**config.mk**
```make
export PLATFORM = sky130hd
export DESIGN_NAME = gray_counter
export DESIGN_NICKNAME = d
export VERILOG_FILES = /design/src/rtl/gray_counter.sv
export SDC_FILE = /design/constraint.sdc
export NUM_CORES = 1
export LEC_CHECK = 0
export ABC_AREA = 1
export CAP_MARGIN = 5
export CELL_PAD_IN_SITES_DETAIL_PLACEMENT = 1
export CELL_PAD_IN_SITES_GLOBAL_PLACEMENT = 2
export CORE_ASPECT_RATIO = 1.1
export CORE_MARGIN = 2
export CORE_UTILIZATION = 22
export CTS_CLUSTER_DIAMETER = 100
export DETAILED_ROUTE_END_ITERATION = 6
export HOLD_SLACK_MARGIN = 0.06
export PLACE_DENSITY = 0.81
export SLEW_MARGIN = 20
export SYNTH_ARGS = -nofsm -noshare
export SYNTH_HDL_FRONTEND = slang
export SYNTH_SLANG_ARGS = --single-unit
```
**constraint.sdc**
```tcl
create_clock -name clk -period 3.5 [get_ports clk]
set_input_delay 0.525 -clock clk [delete_from_list [all_inputs] [get_ports clk]]
set_output_delay 0.525 -clock clk [all_outputs]
set_load 0.01 [all_outputs]
```
**src/rtl/gray_counter.sv**
```systemverilog
// Up/down binary counter with a registered Gray-code view, plus a Gray-to-binary decoder.
// One-edge latency from request to outputs; no backpressure, every request is taken on its edge.
module gray_counter #(
   parameter int N    = 4,
   parameter bit WRAP = 1'b1
) (
   input  logic         clk,
   input  logic         rst,
   input  logic         en,
   input  logic         up_dn,
   input  logic         load,
   input  logic [N-1:0] load_bin,
   output logic [N-1:0] gray_out,
   output logic [N-1:0] bin_out,
   output logic         upd,
   output logic         tc
);

   localparam logic [N-1:0] MAX_V = '1;
   localparam logic [N-1:0] MIN_V = '0;

   logic [N-1:0] bin_q, bin_d;
   logic [N-1:0] gray_q;
   logic         upd_q, upd_d;
   logic         tc_q, tc_d;

   // Next binary value is resolved first; both registers are loaded from it
   // so the Gray and binary views can never disagree.
   always_comb begin
      bin_d = bin_q;
      upd_d = 1'b0;
      tc_d  = 1'b0;
      if (load) begin
         bin_d = load_bin;
         upd_d = 1'b1;
      end else if (en) begin
         if (up_dn) begin
            if (bin_q == MAX_V) begin
               tc_d = 1'b1;
               if (WRAP) begin
                  bin_d = MIN_V;
                  upd_d = 1'b1;
               end
            end else begin
               bin_d = bin_q + 1'b1;
               upd_d = 1'b1;
            end
         end else begin
            if (bin_q == MIN_V) begin
               tc_d = 1'b1;
               if (WRAP) begin
                  bin_d = MAX_V;
                  upd_d = 1'b1;
               end
            end else begin
               bin_d = bin_q - 1'b1;
               upd_d = 1'b1;
            end
         end
      end
   end

   always_ff @(posedge clk) begin
      if (rst) begin
         bin_q  <= '0;
         gray_q <= '0;
         upd_q  <= 1'b0;
         tc_q   <= 1'b0;
      end else begin
         bin_q  <= bin_d;
         gray_q <= bin_d ^ (bin_d >> 1);
         upd_q  <= upd_d;
         tc_q   <= tc_d;
      end
   end

   assign bin_out  = bin_q;
   assign gray_out = gray_q;
   assign upd      = upd_q;
   assign tc       = tc_q;

endmodule

```
After elaboration in Yosys (flattened, before gate mapping)

Index checks and enable logic that the tools add are counted.

Register bits after elaboration: 10
Input bits: 9
Output and inout port bits: 10
Logic and storage cells: 21

Add/subtract/negate cells: 2
Equal/unequal tests: 1
Muxes and demuxes: 10
Bitwise gates (word level): 2
Reduce and logical (&&, ||, !) cells: 2

Operators by type and width:

| kind                  | number |
|---|---|
| $mux W4               | 5 |
| $mux W1               | 5 |
| $add A4 B1 Y4 const B | 1 |
| $eq A4 B4 Y1 const B  | 1 |
| $logic_not A4 Y1      | 1 |
| $sub A4 B1 Y4 const B | 1 |
| $xor A4 B3 Y4         | 1 |
| $reduce_or A3 Y1      | 1 |
| $not A1 Y1            | 1 |

Logic depth before layout (Yosys ltp)

Gate-level depths: netlist of the first run.

Depth in word-level cells: 6
Gate-level depth with buffers: 12
Depth with buffers taken out: 12

Least setup slack after synthesis of the first run

Ideal clock, no wire load.

Path type: register to register
From: register bin_q[0], in the netlist bin_out[0]
To: register gray_q[0], in the netlist gray_out[0]
Setup time: 116 ps
Arrival time: 1,373 ps
Data required time: 3,384 ps
Path slack: 2,011 ps
Cell stages (with the launch flop): 8
Buffers on the path: 0
Period minus slack after synthesis: 1,489 ps
Cells stage by stage: dfxtp_1 > inv_1 > ha_1 > xor2_1 > a21oi_1 > inv_1 > nand2_1 > a21oi_1

Cells in the longest elaborated chain, start to end: 6
Elaborated cells between the ends (all ways): 10
Classes of those cells: add/sub: 2; eq/ne: 1; mux: 5; bitwise: 1; reduce/logical: 1

RTL lines:

| item                                        | RTL line | source |
|---|---|---|
| start: declaration                          | 22       | `logic [N-1:0] bin_q, bin_d;` |
| start signal: assignment                    | 70       | `bin_q <= bin_d;` |
| $sub A4 B1 Y4, or another cell as far along | 56       | `bin_d = bin_q - 1'b1;` |
| $mux W4, on equally long branches           | 49, 38   |  |
| $mux W4                                     | 37       | `if (up_dn) begin` |
| $mux W4 (*)                                 | 36       | `end else if (en) begin` |
| $mux W4 (*)                                 | 33       | `if (load) begin` |
| $xor A4 B3 Y4 (*)                           | 71       | `gray_q <= bin_d ^ (bin_d >> 1);` |
| end signal: assignment                      | 71       |  |
| end: declaration                            | 23       | `logic [N-1:0] gray_q;` |

Mark *: on every way between the ends. The rest lies on a longest branch, timed or not.
A chain may end at the register's enable or synchronous reset.

Worst setup path after layout of the first run

From: register bin_q[2], in the netlist bin_out[2]
To: output bin_out[2]

RTL lines:

| item             | RTL line | source |
|---|---|---|
| end: declaration | 14       | `output logic [N-1:0] bin_out,` |

No word-level cell between the ends.

==> results of run 1 <==
==> report_power, final <==
group / internal (mW) / leakage, nW / switching [mW]
Sequential: 0.111 / 0.0748 / 0.00861
Clock: 0.0440 / 0.0150 / 0.0374
Combinational: 0.0393 / 0.243 / 0.0396
Total: 0.194 / 0.333 / 0.0856
==> tightest hold or removal path, delay by kind of cell, from the launching register on <==
family          cells  cell delay [ns]
buf+inv             1             0.04
compound gates      1             0.06
flops               1             0.39
simple gates        2             0.17
==> cell families after synthesis <==
family / share of synthesized area, %
AO/OA/AOI/OAI: 12.3
XOR/XNOR: 1.72
adder cells (fa/ha/maj): 4.93
buffers and inverters: 11.8
flip-flops: 35.5
AND/OR/NAND/NOR: 33.7
==> how the worst max path moves through the flow <==
stage,start,end,slack (ns)
final,bin_out[2]$_SDFF_PP0_,bin_out[2],1.63
after global routing,bin_out[2]$_SDFF_PP0_,bin_out[2],1.54
after CTS,bin_out[2]$_SDFF_PP0_,bin_out[2],1.62
after detailed placement,up_dn,gray_out[2]$_SDFF_PP0_,1.55
after global placement,up_dn,gray_out[2]$_SDFF_PP0_,1.59
after floorplan,bin_out[0]$_SDFF_PP0_,gray_out[0]$_SDFF_PP0_,2.01
==> sequential cells by signal (all words and copies together) (netlist names) <==
register and count:
bin_out 4, upd 1, tc 1, gray_out 3
==> cell usage after synthesis (all sizes together) <==
library cell / instances
buf: 1
a22oi: 2
inv: 14
a211oi: 1
or2: 1
nand3: 10
nand2: 17
a21oi: 5
xor2: 1
nand4: 2
dfxtp: 9
ha: 2
nor2: 9
o21ai: 3
==> metrics by stage <==
step	power [mW]	std cells	area (um^2)	hold slack, ns	setup slack, ns
2_1_floorplan	0.161	77	508	0.594	2.01
3_3_place_gp	0.200	124	718	0.712	1.59
3_5_place_dp	0.202	124	718	0.726	1.55
4_1_cts	0.285	128	744	0.737	1.62
5_1_grt	0.301	128	744	0.796	1.54
6_report	0.280	128	744	0.727	1.63
==> routing by layer <==
layer  track usage (%)  part of all wire [%]  vias up
li1                  -                     -      289
met1              13.6                    42      269
met2              25.8                    53       13
met3              1.09                   1.4        4
met4              7.41                   3.1        0
met5                 0                     0        -
==> layout make-up <==
type	instances	area (um^2)
repair buffers	18	180
well taps	30	37.5
inverters	14	52.6
multi-input cells	53	268
clock buffers	4	26.3
flip-flops and latches	9	180
fillers	307	1460
==> flow_metrics.env, run 1 <==
export IMPL_outcome="finished, final reports clean"
export IMPL_synth_seq_cells=9
export IMPL_drv_cap=0
export IMPL_area_growth_pct=46.6
export IMPL_cpMaxStageDelayCell="clkdlybuf4s50_1"
export IMPL_r2r_end="gray_out[1]$_SDFF_PP0_"
export IMPL_arrival_ns=1.34
export IMPL_syn_avg_cell_area_um2=6.60
export IMPL_layout_commonest_cell="clkdlybuf4s50_1"
export IMPL_dp_hpwl_um=1270
export IMPL_final_hold_viol_count=0
export IMPL_clock_sinks=9
export IMPL_n_antenna_cell=0
export IMPL_start_util_pct=23.0
export IMPL_slowest_delay_ns=0.60
export IMPL_finalCriticalPeriod_ns=1.87
export IMPL_drive_gt1_share_pct=8.16
export IMPL_clock_skew_ns=0.00255
export IMPL_grt_use_total_pct=12.9
export IMPL_seq_area_frac_synth_pct=35.5
export IMPL_wl_per_cell_um=11.9
export IMPL_yosys_area_top_type_share_pct=35.5
export IMPL_path_clk_slew_ns=0.06
export IMPL_final_max_slew_viol_count=0
export IMPL_grt_pass1_vias=607
export IMPL_htree_levels=1
export IMPL_cts_path_max_buffers=2
export IMPL_die_h_um=54.4
export IMPL_crit_path_end_kind="output pin"
export IMPL_num_nets_final=110
export IMPL_grt_overflow=0
export IMPL_syn_inst=77
export IMPL_rsz0062_at_grt="false"
export IMPL_wl_um=1530
export IMPL_clock_latency_ns=0.26
export IMPL_cts_tree="done"
export IMPL_utilization_pct=33.7
export IMPL_min_to="tc$_SDFF_PP0_"
export IMPL_syn_area_um2=508
export IMPL_required_ns=2.97
export IMPL_core_area_um2=2210
export IMPL_die_x_um=49.8
export IMPL_grt_pass1_wl_um=2640
export IMPL_synth_distinct_cells=17
export IMPL_placementRows=18
export IMPL_post_cts_buffers=0
export IMPL_synth_nets=88
export IMPL_p_leak_nw=0.333
export IMPL_hp_start="bin_out[2]$_SDFF_PP0_"
export IMPL_power_density_nw_per_um2=376
export IMPL_tns_ns=0
export IMPL_hold_class="reg -> reg"
export IMPL_ir_drop_mv=0.199
export IMPL_die_area_um2=2710
export IMPL_grt_antenna_before_repair=0
export IMPL_numCtsBuffers=3
export IMPL_vias_per_cell=4.49
export IMPL_post_route_period_util_pct=53.4
export IMPL_final_cell_mix="clkdlybuf4s50_1 (18), nand2_1 (16), inv_1 (12), nand3_1 (10), dfxtp_1 (9)"
export IMPL_tightest_slew_ns=0.332
export IMPL_hold_depth=4
export IMPL_cts_hold_buffers_added=0
export IMPL_worst_setup_path_type="reg -> out"
export IMPL_cp_top_family="buffers and inverters"
export IMPL_drtPass1Iterations=4
export IMPL_crit_buf_inv=1
export IMPL_r2r_cells=7
export IMPL_critical_path_depth=1
export IMPL_finalSetupViolations=0
export IMPL_cp_max_fo=8
export IMPL_grt_max_degree=9
export IMPL_drcViolationCount=0
export IMPL_place_gp_congestion=0.740
export IMPL_vias=575
export IMPL_max_freq_mhz=535
export IMPL_yosys_warnings=0
export IMPL_reg2reg_from="bin_out[0]$_SDFF_PP0_"
export IMPL_worstSetupStartpointType="register"
export IMPL_first_iter_violations=7
export IMPL_slew_headroom_pct=77.9
export IMPL_design_portCount=19
export IMPL_synth_largest_area_cell="dfxtp_1"
export IMPL_critical_path_cell_chain="clkdlybuf4s50_1"
export IMPL_root_buffer="clkbuf_4"
export IMPL_r2r_slack_ns=1.85
export IMPL_yosys_top_cells_area="dfxtp_1 (35%), nand2_1 (12%), nand3_1 (9.9%)"
export IMPL_port_buffers=18
export IMPL_cts_resized_gates=0
export IMPL_ant_nets=0
(Power assumes the default switching activity.)
==> run 2: changes to the inputs <==
- CORE_UTILIZATION: 22 -> 21
- PLACE_DENSITY: 0.81 -> 0.78
- clock period: 3.5 -> 1.73 ns (I/O delays scaled with it)
==> flow_metrics.env, run 2 (synthesis gave the netlist of run 1 again) <==
export IMPL_clock_skew_ns=0.00571
export IMPL_power_density_nw_per_um2=732
export IMPL_hold_class="in -> reg"
export IMPL_numCtsBuffers=3
export IMPL_dp_hpwl_um=1240
export IMPL_num_nets_final=115
export IMPL_root_buffer="clkbuf_4"
export IMPL_p_leak_nw=0.360
export IMPL_switchingPower_mw=0.175
export IMPL_layout_setup_ws_ns=0.131
export IMPL_switching_share_pct=30.4
export IMPL_fillCellCount=307
export IMPL_required_ns=1.47
export IMPL_max_freq_mhz=626
export IMPL_n_antenna_cell=0
export IMPL_placementRows=18
export IMPL_reg2reg_from="bin_out[0]$_SDFF_PP0_"
export IMPL_cpMaxStageDelayCell="clkdlybuf4s50_1"
export IMPL_grt_overflow=0
export IMPL_instances_no_fill=133
export IMPL_worst_setup_path_type="reg -> out"
export IMPL_power_share_clock_pct=28.4
export IMPL_drive_gt1_share_pct=13.6
export IMPL_cts_path_max_buffers=2
export IMPL_p_int_mw=0.399
export IMPL_p_comb_share_pct=30.3
export IMPL_start_util_pct=22.3
export IMPL_finalSetupViolations=0
export IMPL_ir_drop_mv=0.565
export IMPL_final_cell_mix="clkdlybuf4s50_1 (18), nand2_1 (16), inv_1 (12), nand3_1 (10), dfxtp_1 (9)"
export IMPL_met3_length_um=59
export IMPL_critical_path_depth=1
export IMPL_layout_commonest_cell="clkdlybuf4s50_1"
export IMPL_critical_path_cell_chain="clkdlybuf4s50_1"
export IMPL_grt_pass1_wl_um=2530
export IMPL_grt_use_total_pct=12.0
export IMPL_rsz0062_at_grt="false"
export IMPL_slowest_delay_ns=0.60
export IMPL_final_hold_viol_count=0
export IMPL_area_growth_pct=54.2
export IMPL_hp_start="en"
export IMPL_maxUsedRoutingLayer="met4"
export IMPL_tns_ns=0
export IMPL_port_buffers=18
export IMPL_htree_levels=1
export IMPL_wl_um=1480
export IMPL_vias_per_cell=4.33
export IMPL_r2r_cells=7
export IMPL_grt_max_degree=9
export IMPL_drv_cap=0
export IMPL_tightest_slew_ns=0.313
export IMPL_core_area_um2=2270
export IMPL_wl_met1_um=598
export IMPL_wl_per_cell_um=11.1
export IMPL_hold_depth=3
export IMPL_post_cts_buffers=0
export IMPL_slew_headroom_pct=79.1
export IMPL_dp_cells=129
export IMPL_finalCriticalPeriod_ns=1.60
export IMPL_cts_tree="done"
export IMPL_worstSetupStartpointType="register"
export IMPL_grt_antenna_before_repair=0
export IMPL_vias=576
export IMPL_path_clk_slew_ns=0.07
export IMPL_first_iter_violations=5
export IMPL_post_route_period_util_pct=92.4
export IMPL_crit_buf_inv=1
export IMPL_clock_sinks=9
export IMPL_clock_latency_ns=0.26
export IMPL_crit_path_end_kind="output pin"
export IMPL_die_h_um=55.6
export IMPL_final_max_slew_viol_count=0
export IMPL_ant_nets=0
export IMPL_cts_resized_gates=0
export IMPL_drcViolationCount=0
export IMPL_hold_ws_ns=0.704
export IMPL_place_ws_ns=0.0522
export IMPL_die_x_um=50.9
export IMPL_grt_pass1_vias=578
export IMPL_arrival_ns=1.34
export IMPL_outcome="finished, final reports clean"
export IMPL_dr_wl_met2_um=804
export IMPL_cts_hold_buffers_added=0
export IMPL_cp_top_family="buffers and inverters"
export IMPL_p_seq_share_pct=41.3
export IMPL_largest_reg_flops=4
export IMPL_place_gp_congestion=0.742
export IMPL_design_portCount=19
export IMPL_cp_max_fo=8
export IMPL_die_area_um2=2830
export IMPL_drtPass1Iterations=2
export IMPL_critPathLaunch="bin_out[2]$_SDFF_PP0_"
[run 2: worst paths after layout]
path	end	slack [ns]
worst max-delay path	bin_out[2]	0.13
worst min-delay path	tc$_SDFF_PP0_	0.70
worst max register to register	gray_out[1]$_SDFF_PP0_	0.31
worst min register to register	tc$_SDFF_PP0_	0.73
[run 2: final cells by class]
class                      count  area, um^2  area share [%]
timing repair buffer          23         218            27.8
sequential                     9         180            23.0
multi-input combinational     53         268            34.2
clock inverter                 1        5.00           0.639
clock buffer                   3        22.5            2.88
inverter                      14        52.6            6.71
tap                           30        37.5            4.79
[run 2: per-layer routing]
layer,track usage (%),up-vias
met5,0,-
met4,3.47,0
met3,3.23,2
met2,22.0,16
met1,13.3,259
li1,-,299
[run 2: worst min-delay path, stage by stage]
cell and delay [ns]:
clkdlybuf4s50_1 0.47, nand2_1 0.13, a211oi_1 0.05
[run 2: power groups by stage]
| stage | Clock [mW] | Combinational, mW | Sequential, mW |
|---|---|---|---|
| after floorplan | 0 | 0.0747 | 0.252 |
| after global placement | 0 | 0.174 | 0.241 |
| after detailed placement | 0 | 0.176 | 0.242 |
| after CTS | 0.169 | 0.177 | 0.238 |
| after global routing | 0.176 | 0.197 | 0.240 |
| final | 0.163 | 0.174 | 0.237 |
[run 2: metrics by stage]
| stage | cell area (um^2) | utilization [%] | total power [mW] |
|---|---|---|---|
| final | 783 | 34.4 | 0.574 |
| after global routing | 783 | 34.4 | 0.613 |
| after CTS | 783 | 34.4 | 0.584 |
| after detailed placement | 756 | 33.2 | 0.418 |
| after global placement | 756 | 33.2 | 0.416 |
| after floorplan | 508 | - | 0.326 |
==> run 3: changes to the inputs <==
- SKIP_LAST_GASP: unset -> 1
==> results of run 3 <==
Final layout, timing and power as in run 2 (identical DEF).
